[src/rtl/wb_arb_pkg.sv]
// Shared constants for the Wishbone main-RAM arbiter.
// Holds the arbiter FSM state encoding and the Wishbone B3 cycle-type codes.
package wb_arb_pkg;

    // Arbiter FSM state encoding
    localparam logic [1:0] IDLE  = 2'd0;
    localparam logic [1:0] BUS   = 2'd1;
    localparam logic [1:0] ABORT = 2'd2;
    localparam logic [1:0] DRAIN = 2'd3;

    // Wishbone B3 cycle type identifiers
    localparam logic [2:0] CLASSIC = 3'b000;
    localparam logic [2:0] INCR    = 3'b010;
    localparam logic [2:0] EOB     = 3'b111;

endpackage

[src/rtl/wb_rr_pick.sv]
// Combinational round-robin picker.
// Ports:
//   i_req  - request vector, one bit per master
//   i_last - index of the previous winner; scanning starts at i_last+1
//   o_gnt  - one-hot winner, all zero when nothing is requested
module wb_rr_pick #(
    parameter int NM = 3,
    parameter int LW = 2
) (
    input  logic [NM-1:0] i_req,
    input  logic [LW-1:0] i_last,
    output logic [NM-1:0] o_gnt
);

    logic [LW-1:0] w_idx;

    // Scan from lowest to highest priority so the last hit (closest to
    // i_last+1) overrides any earlier one.
    always_comb begin
        o_gnt = '0;
        w_idx = '0;
        for (int k = NM; k >= 1; k--) begin
            w_idx = LW'((int'(i_last) + k) % NM);
            if (i_req[w_idx]) begin
                o_gnt        = '0;
                o_gnt[w_idx] = 1'b1;
            end
        end
    end

endmodule

[src/rtl/wb_mem_arbiter.sv]
// Round-robin Wishbone B3 arbiter sharing the main-RAM slave port between
// the instruction (0), data (1) and debug (2) masters. A grant is held for
// the whole bus cycle; a watchdog aborts cycles the slave never answers.
// Ports:
//   wb_clk_i / wb_rst_i      - clock, synchronous active-high reset
//   wbm_*_i                  - packed master requests, master i at [i*W +: W]
//   wbm_dat_o                - slave read data broadcast to all masters
//   wbm_ack/err/rty_o        - per-master responses (granted master only)
//   wbs_*_o / wbs_*_i        - RAM slave port
//   grant_o                  - registered one-hot grant, zero when idle
//   timeout_o                - one-cycle pulse while an abort is signalled
//
//   state | meaning
//   IDLE  | no owner; pick next requester after last winner
//   BUS   | granted master drives the slave port
//   ABORT | watchdog fired; err to owner, slave cycle dropped
//   DRAIN | wait for owner to release cyc, slave port silent
module wb_mem_arbiter
    import wb_arb_pkg::*;
#(
    parameter int NM      = 3,
    parameter int AW      = 32,
    parameter int DW      = 32,
    parameter int TIMEOUT = 255
) (
    input  logic                 wb_clk_i,
    input  logic                 wb_rst_i,
    input  logic [NM*AW-1:0]     wbm_adr_i,
    input  logic [NM*DW-1:0]     wbm_dat_i,
    input  logic [NM*DW/8-1:0]   wbm_sel_i,
    input  logic [NM-1:0]        wbm_we_i,
    input  logic [NM-1:0]        wbm_cyc_i,
    input  logic [NM-1:0]        wbm_stb_i,
    input  logic [NM*3-1:0]      wbm_cti_i,
    input  logic [NM*2-1:0]      wbm_bte_i,
    output logic [DW-1:0]        wbm_dat_o,
    output logic [NM-1:0]        wbm_ack_o,
    output logic [NM-1:0]        wbm_err_o,
    output logic [NM-1:0]        wbm_rty_o,
    output logic [AW-1:0]        wbs_adr_o,
    output logic [DW-1:0]        wbs_dat_o,
    output logic [DW/8-1:0]      wbs_sel_o,
    output logic                 wbs_we_o,
    output logic                 wbs_cyc_o,
    output logic                 wbs_stb_o,
    output logic [2:0]           wbs_cti_o,
    output logic [1:0]           wbs_bte_o,
    input  logic [DW-1:0]        wbs_dat_i,
    input  logic                 wbs_ack_i,
    input  logic                 wbs_err_i,
    input  logic                 wbs_rty_i,
    output logic [NM-1:0]        grant_o,
    output logic                 timeout_o
);

    localparam int          LW         = (NM > 1) ? $clog2(NM) : 1;
    localparam int          SW         = DW / 8;
    localparam logic [15:0] WDOG_LIMIT = 16'(TIMEOUT - 1);

    logic [1:0]    r_state;
    logic [NM-1:0] r_grant;
    logic [LW-1:0] r_last;
    logic [15:0]   r_wdog;
    logic          r_timeout;

    logic [NM-1:0] w_pick;
    logic [LW-1:0] w_pick_idx;
    logic [AW-1:0] w_adr;
    logic [DW-1:0] w_dat;
    logic [SW-1:0] w_sel;
    logic [2:0]    w_cti;
    logic [1:0]    w_bte;
    logic          w_we;
    logic          w_gcyc;
    logic          w_gstb;
    logic          w_bus;
    logic          w_resp;
    logic          w_abort;

    wb_rr_pick #(
        .NM (NM),
        .LW (LW)
    ) u_pick (
        .i_req  (wbm_cyc_i),
        .i_last (r_last),
        .o_gnt  (w_pick)
    );

    // Grant is one-hot, so a plain select per master is enough.
    always_comb begin
        w_adr      = '0;
        w_dat      = '0;
        w_sel      = '0;
        w_cti      = '0;
        w_bte      = '0;
        w_we       = 1'b0;
        w_gcyc     = 1'b0;
        w_gstb     = 1'b0;
        w_pick_idx = '0;
        for (int i = 0; i < NM; i++) begin
            if (r_grant[i]) begin
                w_adr  = wbm_adr_i[i*AW +: AW];
                w_dat  = wbm_dat_i[i*DW +: DW];
                w_sel  = wbm_sel_i[i*SW +: SW];
                w_cti  = wbm_cti_i[i*3 +: 3];
                w_bte  = wbm_bte_i[i*2 +: 2];
                w_we   = wbm_we_i[i];
                w_gcyc = wbm_cyc_i[i];
                w_gstb = wbm_stb_i[i];
            end
            if (w_pick[i]) begin
                w_pick_idx = LW'(i);
            end
        end
    end

    assign w_bus  = (r_state == BUS);
    assign w_resp = wbs_ack_i | wbs_err_i | wbs_rty_i;

    assign wbs_adr_o = w_adr;
    assign wbs_dat_o = w_dat;
    assign wbs_sel_o = w_sel;
    assign wbs_we_o  = w_we;
    assign wbs_cti_o = w_cti;
    assign wbs_bte_o = w_bte;
    assign wbs_cyc_o = w_bus & w_gcyc;
    assign wbs_stb_o = w_bus & w_gstb;

    assign wbm_dat_o = wbs_dat_i;
    assign wbm_ack_o = w_bus ? (r_grant & {NM{wbs_ack_i}}) : '0;
    assign wbm_rty_o = w_bus ? (r_grant & {NM{wbs_rty_i}}) : '0;
    assign wbm_err_o = w_bus                ? (r_grant & {NM{wbs_err_i}}) :
                       (r_state == ABORT)   ? r_grant : '0;

    // Any response in the limit cycle wins over the abort.
    assign w_abort = w_gcyc & wbs_stb_o & ~w_resp & (r_wdog == WDOG_LIMIT);

    always_ff @(posedge wb_clk_i) begin
        if (wb_rst_i || !wbs_stb_o || w_resp) begin
            r_wdog <= '0;
        end else begin
            r_wdog <= r_wdog + 16'd1;
        end
    end

    always_ff @(posedge wb_clk_i) begin
        if (wb_rst_i) begin
            r_state   <= IDLE;
            r_grant   <= '0;
            r_last    <= LW'(NM - 1);
            r_timeout <= 1'b0;
        end else begin
            r_timeout <= 1'b0;
            case (r_state)
                IDLE: begin
                    if (|wbm_cyc_i) begin
                        r_grant <= w_pick;
                        r_last  <= w_pick_idx;
                        r_state <= BUS;
                    end
                end
                BUS: begin
                    if (!w_gcyc) begin
                        r_grant <= '0;
                        r_state <= IDLE;
                    end else if (w_abort) begin
                        r_timeout <= 1'b1;
                        r_state   <= ABORT;
                    end
                end
                ABORT: begin
                    r_state <= DRAIN;
                end
                DRAIN: begin
                    if (!w_gcyc) begin
                        r_grant <= '0;
                        r_state <= IDLE;
                    end
                end
                default: begin
                    r_grant <= '0;
                    r_state <= IDLE;
                end
            endcase
        end
    end

    assign grant_o   = r_grant;
    assign timeout_o = r_timeout;

    a_grant_onehot: assert property (@(posedge wb_clk_i) disable iff (wb_rst_i)
        $onehot0(r_grant));
    a_cyc_granted: assert property (@(posedge wb_clk_i) disable iff (wb_rst_i)
        wbs_cyc_o |-> (r_grant != '0));

endmodule

[config.mk]
export PLATFORM = sky130hd
export DESIGN_NAME = wb_mem_arbiter
export DESIGN_NICKNAME = d
export VERILOG_FILES = /design/src/rtl/wb_arb_pkg.sv /design/src/rtl/wb_rr_pick.sv /design/src/rtl/wb_mem_arbiter.sv
export SDC_FILE = /design/constraint.sdc
export NUM_CORES = 1
export LEC_CHECK = 0
export CAP_MARGIN = 20
export CORE_AREA = 10 10 143 145
export CTS_CLUSTER_DIAMETER = 50
export DETAILED_ROUTE_END_ITERATION = 7
export DIE_AREA = 0 0 153 155
export GPL_ROUTABILITY_DRIVEN = 0
export PLACE_DENSITY = 0.61
export RECOVER_POWER = 25
export SLEW_MARGIN = 15
export SYNTH_ARGS = -nofsm -noshare
export SYNTH_HDL_FRONTEND = slang
export SYNTH_SLANG_ARGS = --single-unit
[constraint.sdc]
create_clock -name wb_clk_i -period 2.3 [get_ports wb_clk_i]
set_input_delay 0.345 -clock wb_clk_i [delete_from_list [all_inputs] [get_ports wb_clk_i]]
set_output_delay 0.345 -clock wb_clk_i [all_outputs]
set_load 0.1 [all_outputs]
==> impl_metrics.prom <==
# TYPE chip_impl_metric gauge
chip_impl_metric{name="numCtsBuffers",unit=""} 3
chip_impl_metric{name="grt-ovfl-total",unit=""} 0
chip_impl_metric{name="ios",unit=""} 386
chip_impl_metric{name="synth-seq-area-share",unit=""} 0.161
chip_impl_metric{name="dp_worst_setup_slack",unit="ns"} 0.230
chip_impl_metric{name="ctsLongestPathBuffers",unit=""} 2
chip_impl_metric{name="seq_power_share",unit=""} 0.057
chip_impl_info{name="setup_repair_after_global_routing_missed_its_margin",value="no"} 1
chip_impl_metric{name="final-hold-violation-count",unit=""} 0
chip_impl_info{name="crit_family",value="buffers and inverters"} 1
chip_impl_metric{name="post_layout_nonfiller_instances",unit=""} 963
chip_impl_metric{name="clk_pin_slew_worst_paths",unit="ns"} 0.06
chip_impl_metric{name="detailed_place_hpwl",unit="µm"} 16900
chip_impl_metric{name="route.final.wire_length",unit="µm"} 20100
chip_impl_metric{name="power",unit="mW"} 9.41
chip_impl_metric{name="reg2reg_depth",unit=""} 7
chip_impl_metric{name="synthesis.instances",unit=""} 462
chip_impl_metric{name="portBuffers",unit=""} 321
chip_impl_info{name="cts_root_buf",value="sky130_fd_sc_hd__clkbuf_16"} 1
chip_impl_metric{name="grt_pass1_vias",unit=""} 4497
chip_impl_metric{name="grt_util_all_layers",unit=""} 0.158
chip_impl_info{name="worst_setup_path_start_kind",value="flop"} 1
chip_impl_metric{name="detailroute.via_count",unit=""} 4448
chip_impl_metric{name="peakVddDrop",unit="µV"} 690
chip_impl_metric{name="worst_slew_pin_slew",unit="ns"} 1.19
chip_impl_info{name="clock_tree_from_tritoncts",value="done"} 1
chip_impl_metric{name="synthesis.nets",unit=""} 733
chip_impl_info{name="reg2reg_to",value="grant_o[2]"} 1
chip_impl_metric{name="hold_buffers",unit=""} 0
chip_impl_info{name="top_cell_types_by_occurrence_after_synthesis",value="sky130_fd_sc_hd__nand2_1, sky130_fd_sc_hd__o21ai_0, sky130_fd_sc_hd__a22oi_1"} 1
chip_impl_metric{name="post_drt_wl_per_cell",unit="µm"} 20.9
chip_impl_metric{name="fin_ws",unit="ns"} 0.181
chip_impl_metric{name="max-slew-margin-rel",unit=""} 0.213
chip_impl_metric{name="netlist.area_leader.share",unit=""} 0.186
chip_impl_metric{name="yosys_warnings",unit=""} 0
chip_impl_metric{name="pwr-share-comb",unit=""} 0.890
chip_impl_metric{name="first_pass_grt_wire_length",unit="µm"} 30200
chip_impl_metric{name="fp.dieArea",unit="µm²"} 23700
chip_impl_metric{name="syn_area",unit="µm²"} 2990
chip_impl_metric{name="grt_start_max_net_pins",unit=""} 56
chip_impl_metric{name="worst_ep_arrival_time",unit="ns"} 1.77
chip_impl_metric{name="timing.critical_path.slowest_cell_delay",unit="ns"} 0.41
chip_impl_metric{name="setup_violations",unit=""} 0
chip_impl_metric{name="r2r_setup_slack",unit="ns"} 0.22
chip_impl_info{name="synthMostInstantiatedCell",value="sky130_fd_sc_hd__nand2_1"} 1
chip_impl_metric{name="ys_async_sr_fraction",unit=""} 0
chip_impl_metric{name="setup_tns",unit="ns"} 0
chip_impl_metric{name="power.static_leakage",unit="nW"} 2.84
chip_impl_metric{name="period_share",unit=""} 0.921
chip_impl_info{name="status",value="finished, final reports clean"} 1
chip_impl_metric{name="post_cts_resized",unit=""} 0
chip_impl_metric{name="period_minus_slack",unit="ns"} 2.12
chip_impl_metric{name="length_of_the_first_detailed_routing_pass_in_iterations",unit=""} 4
chip_impl_metric{name="syn_to_final_growth",unit="%"} 169
chip_impl_metric{name="fin_worst_skew",unit="ns"} 0.00449
chip_impl_metric{name="die_w",unit="µm"} 153
chip_impl_metric{name="crit_required",unit="ns"} 1.96
chip_impl_info{name="worst_r2r_startpoint",value="r_last[0]"} 1
chip_impl_metric{name="yosys_register_bits",unit=""} 24
chip_impl_info{name="critical_path.startpoint",value="grant_o[0]"} 1
chip_impl_metric{name="synth-edff-count",unit=""} 0
chip_impl_metric{name="start_util",unit=""} 0.170
chip_impl_metric{name="finalMaxSlewViolations",unit=""} 0
chip_impl_metric{name="post_route_cells_drive_above_1_share",unit=""} 0.268
chip_impl_info{name="synth_top_cells_by_area",value="sky130_fd_sc_hd__a22oi_1, sky130_fd_sc_hd__dfxtp_1, sky130_fd_sc_hd__o21ai_0"} 1
chip_impl_metric{name="avgSynthCellArea",unit="µm²"} 6.48
chip_impl_metric{name="remaining_drc_errors",unit=""} 0
chip_impl_info{name="classification_of_the_worst_slack_hold_path",value="reg -> reg"} 1
chip_impl_metric{name="post_synth_num_cell_types",unit=""} 43
chip_impl_metric{name="internal_power",unit="mW"} 3.76
chip_impl_metric{name="switching_share",unit=""} 0.601
chip_impl_metric{name="finish.net_count",unit=""} 1006
chip_impl_metric{name="powerDensity",unit="nW/µm²"} 1170
chip_impl_metric{name="timing.max_cap.violations",unit=""} 0
chip_impl_metric{name="worstSkewPairLatency",unit="ns"} 0.26
chip_impl_metric{name="antenna_found_initial",unit=""} 0
chip_impl_metric{name="cts_post_setup_buffers_inserted",unit=""} 0
chip_impl_metric{name="critical_path_cell_count",unit=""} 5
chip_impl_metric{name="floorplan.core_area",unit="µm²"} 17700
chip_impl_metric{name="n_antenna_cell",unit=""} 0
chip_impl_info{name="worst_path_max_delay_cell",value="sky130_fd_sc_hd__dfxtp_4"} 1
chip_impl_metric{name="max_clock_freq",unit="MHz"} 472
chip_impl_metric{name="clockPowerShare",unit=""} 0.053
chip_impl_metric{name="critical_path_buf_inv_count",unit=""} 2
chip_impl_metric{name="chip_height",unit="µm"} 155
chip_impl_info{name="yosys.area.top_type",value="sky130_fd_sc_hd__a22oi_1"} 1
chip_impl_metric{name="place_area",unit="µm²"} 7950
chip_impl_info{name="critPathKind",value="reg -> out"} 1
chip_impl_info{name="cp_cell_sequence",value="nor2b_4 -> buf_4 -> a22oi_1 -> o21ai_4 -> buf_12"} 1
chip_impl_metric{name="placed_cells",unit=""} 959
chip_impl_info{name="timing_endpoint_of_the_critical_path",value="wbs_dat_o[17]"} 1
chip_impl_metric{name="p_sw",unit="mW"} 5.65
chip_impl_metric{name="critPathMaxFanout",unit=""} 26
chip_impl_metric{name="number_of_h_tree_levels",unit=""} 1
chip_impl_metric{name="detailedRoute.firstIterationViolations",unit=""} 149
chip_impl_info{name="synth_top_flop_cell",value="sky130_fd_sc_hd__dfxtp_1"} 1
chip_impl_metric{name="row_count",unit=""} 49
chip_impl_metric{name="cts.sinks",unit=""} 24
chip_impl_info{name="timing.critical_path.to_type",value="primary output"} 1
chip_impl_metric{name="antenna_left",unit=""} 0
chip_impl_metric{name="viasPerCell",unit=""} 4.62
chip_impl_metric{name="post_route_design_area",unit="µm²"} 8040
## routing by layer
| metal | routed length [µm] | GRT usage | vias up |
|---|---|---|---|
| met1 | 7980 | 0.184 | 2057 |
| met3 | 1330 | 0.0411 | 15 |
| met5 | 0 | 0 | - |
| met2 | 10500 | 0.289 | 182 |
| met4 | 285 | 0.0232 | 0 |
| li1 | - | - | 2194 |
## through the flow
step,hold WS [ns],util
floorplan,0.463,-
global placement,0.493,0.450
detailed placement,0.521,0.450
CTS,0.531,0.456
global route,0.567,0.456
finish,0.530,0.456
## cells by family after synthesis
logic type / Yosys count / synth area share
compound gates: 178 / 0.373
simple gates: 163 / 0.253
buf+inv: 77 / 0.146
flops: 24 / 0.161
xor+xnor: 12 / 0.0351
fa+ha+maj: 6 / 0.0251
mux: 2 / 0.00669
## power groups by stage
stage | registers (mW) | logic, mW | clock network, mW
finish | 0.535 | 8.37 | 0.496
global route | 0.545 | 8.65 | 0.519
CTS | 0.540 | 8.46 | 0.501
detailed placement | 0.550 | 8.44 | 0
global placement | 0.546 | 8.42 | 0
floorplan | 0.584 | 5.51 | 0
## cells in the final DEF, fill, tap and decap left out, types with 4 or more instances in the layout
cell type                           n
sky130_fd_sc_hd__a21oi_1            9
sky130_fd_sc_hd__nand3b_1           4
sky130_fd_sc_hd__nand2_1           90
sky130_fd_sc_hd__ha_1               6
sky130_fd_sc_hd__nand3_1            7
sky130_fd_sc_hd__buf_4             11
sky130_fd_sc_hd__buf_12            92
sky130_fd_sc_hd__a22oi_1           74
sky130_fd_sc_hd__inv_1              8
sky130_fd_sc_hd__o21ai_2           11
sky130_fd_sc_hd__nor3_1             6
sky130_fd_sc_hd__o21ai_0           10
sky130_fd_sc_hd__nand4_1            6
sky130_fd_sc_hd__o21ai_4           63
sky130_fd_sc_hd__xor2_1             9
sky130_fd_sc_hd__nor2_1            19
sky130_fd_sc_hd__dfxtp_1           21
sky130_fd_sc_hd__and3_1             5
sky130_fd_sc_hd__clkdlybuf4s50_1  232
## worst min-delay path by stage
stage | start | to | depth (start not counted)
floorplan | r_wdog[0] | r_wdog[0] | 1
global placement | r_last[0] | r_last[0] | 2
detailed placement | r_wdog[0] | r_wdog[0] | 1
CTS | r_last[0] | r_last[0] | 2
global route | r_wdog[5] | r_wdog[5] | 2
finish | r_last[0] | r_last[0] | 2
## final cells by class
class                   count  area (µm²)
fillers                  1691        9610
clock buffers               3        75.1
inverters                   8        30.0
well taps                 229         287
flip-flops and latches     24         492
repair buffers            337        4250
clock inverters             1        30.0
multi-input cells         361        2880
## worst min-delay path: stages, from the launching register on
cell	delay (ns)
sky130_fd_sc_hd__dfxtp_1	0.34
sky130_fd_sc_hd__nand2_1	0.06
sky130_fd_sc_hd__o21ai_0	0.07
## flip-flops by register name (all words and copies together), names as in the netlist, named ones only
register / count
grant_o: 3
r_last: 2
r_state: 1
r_wdog: 16
timeout_o: 1
Power figures use the tool's default switching activity.
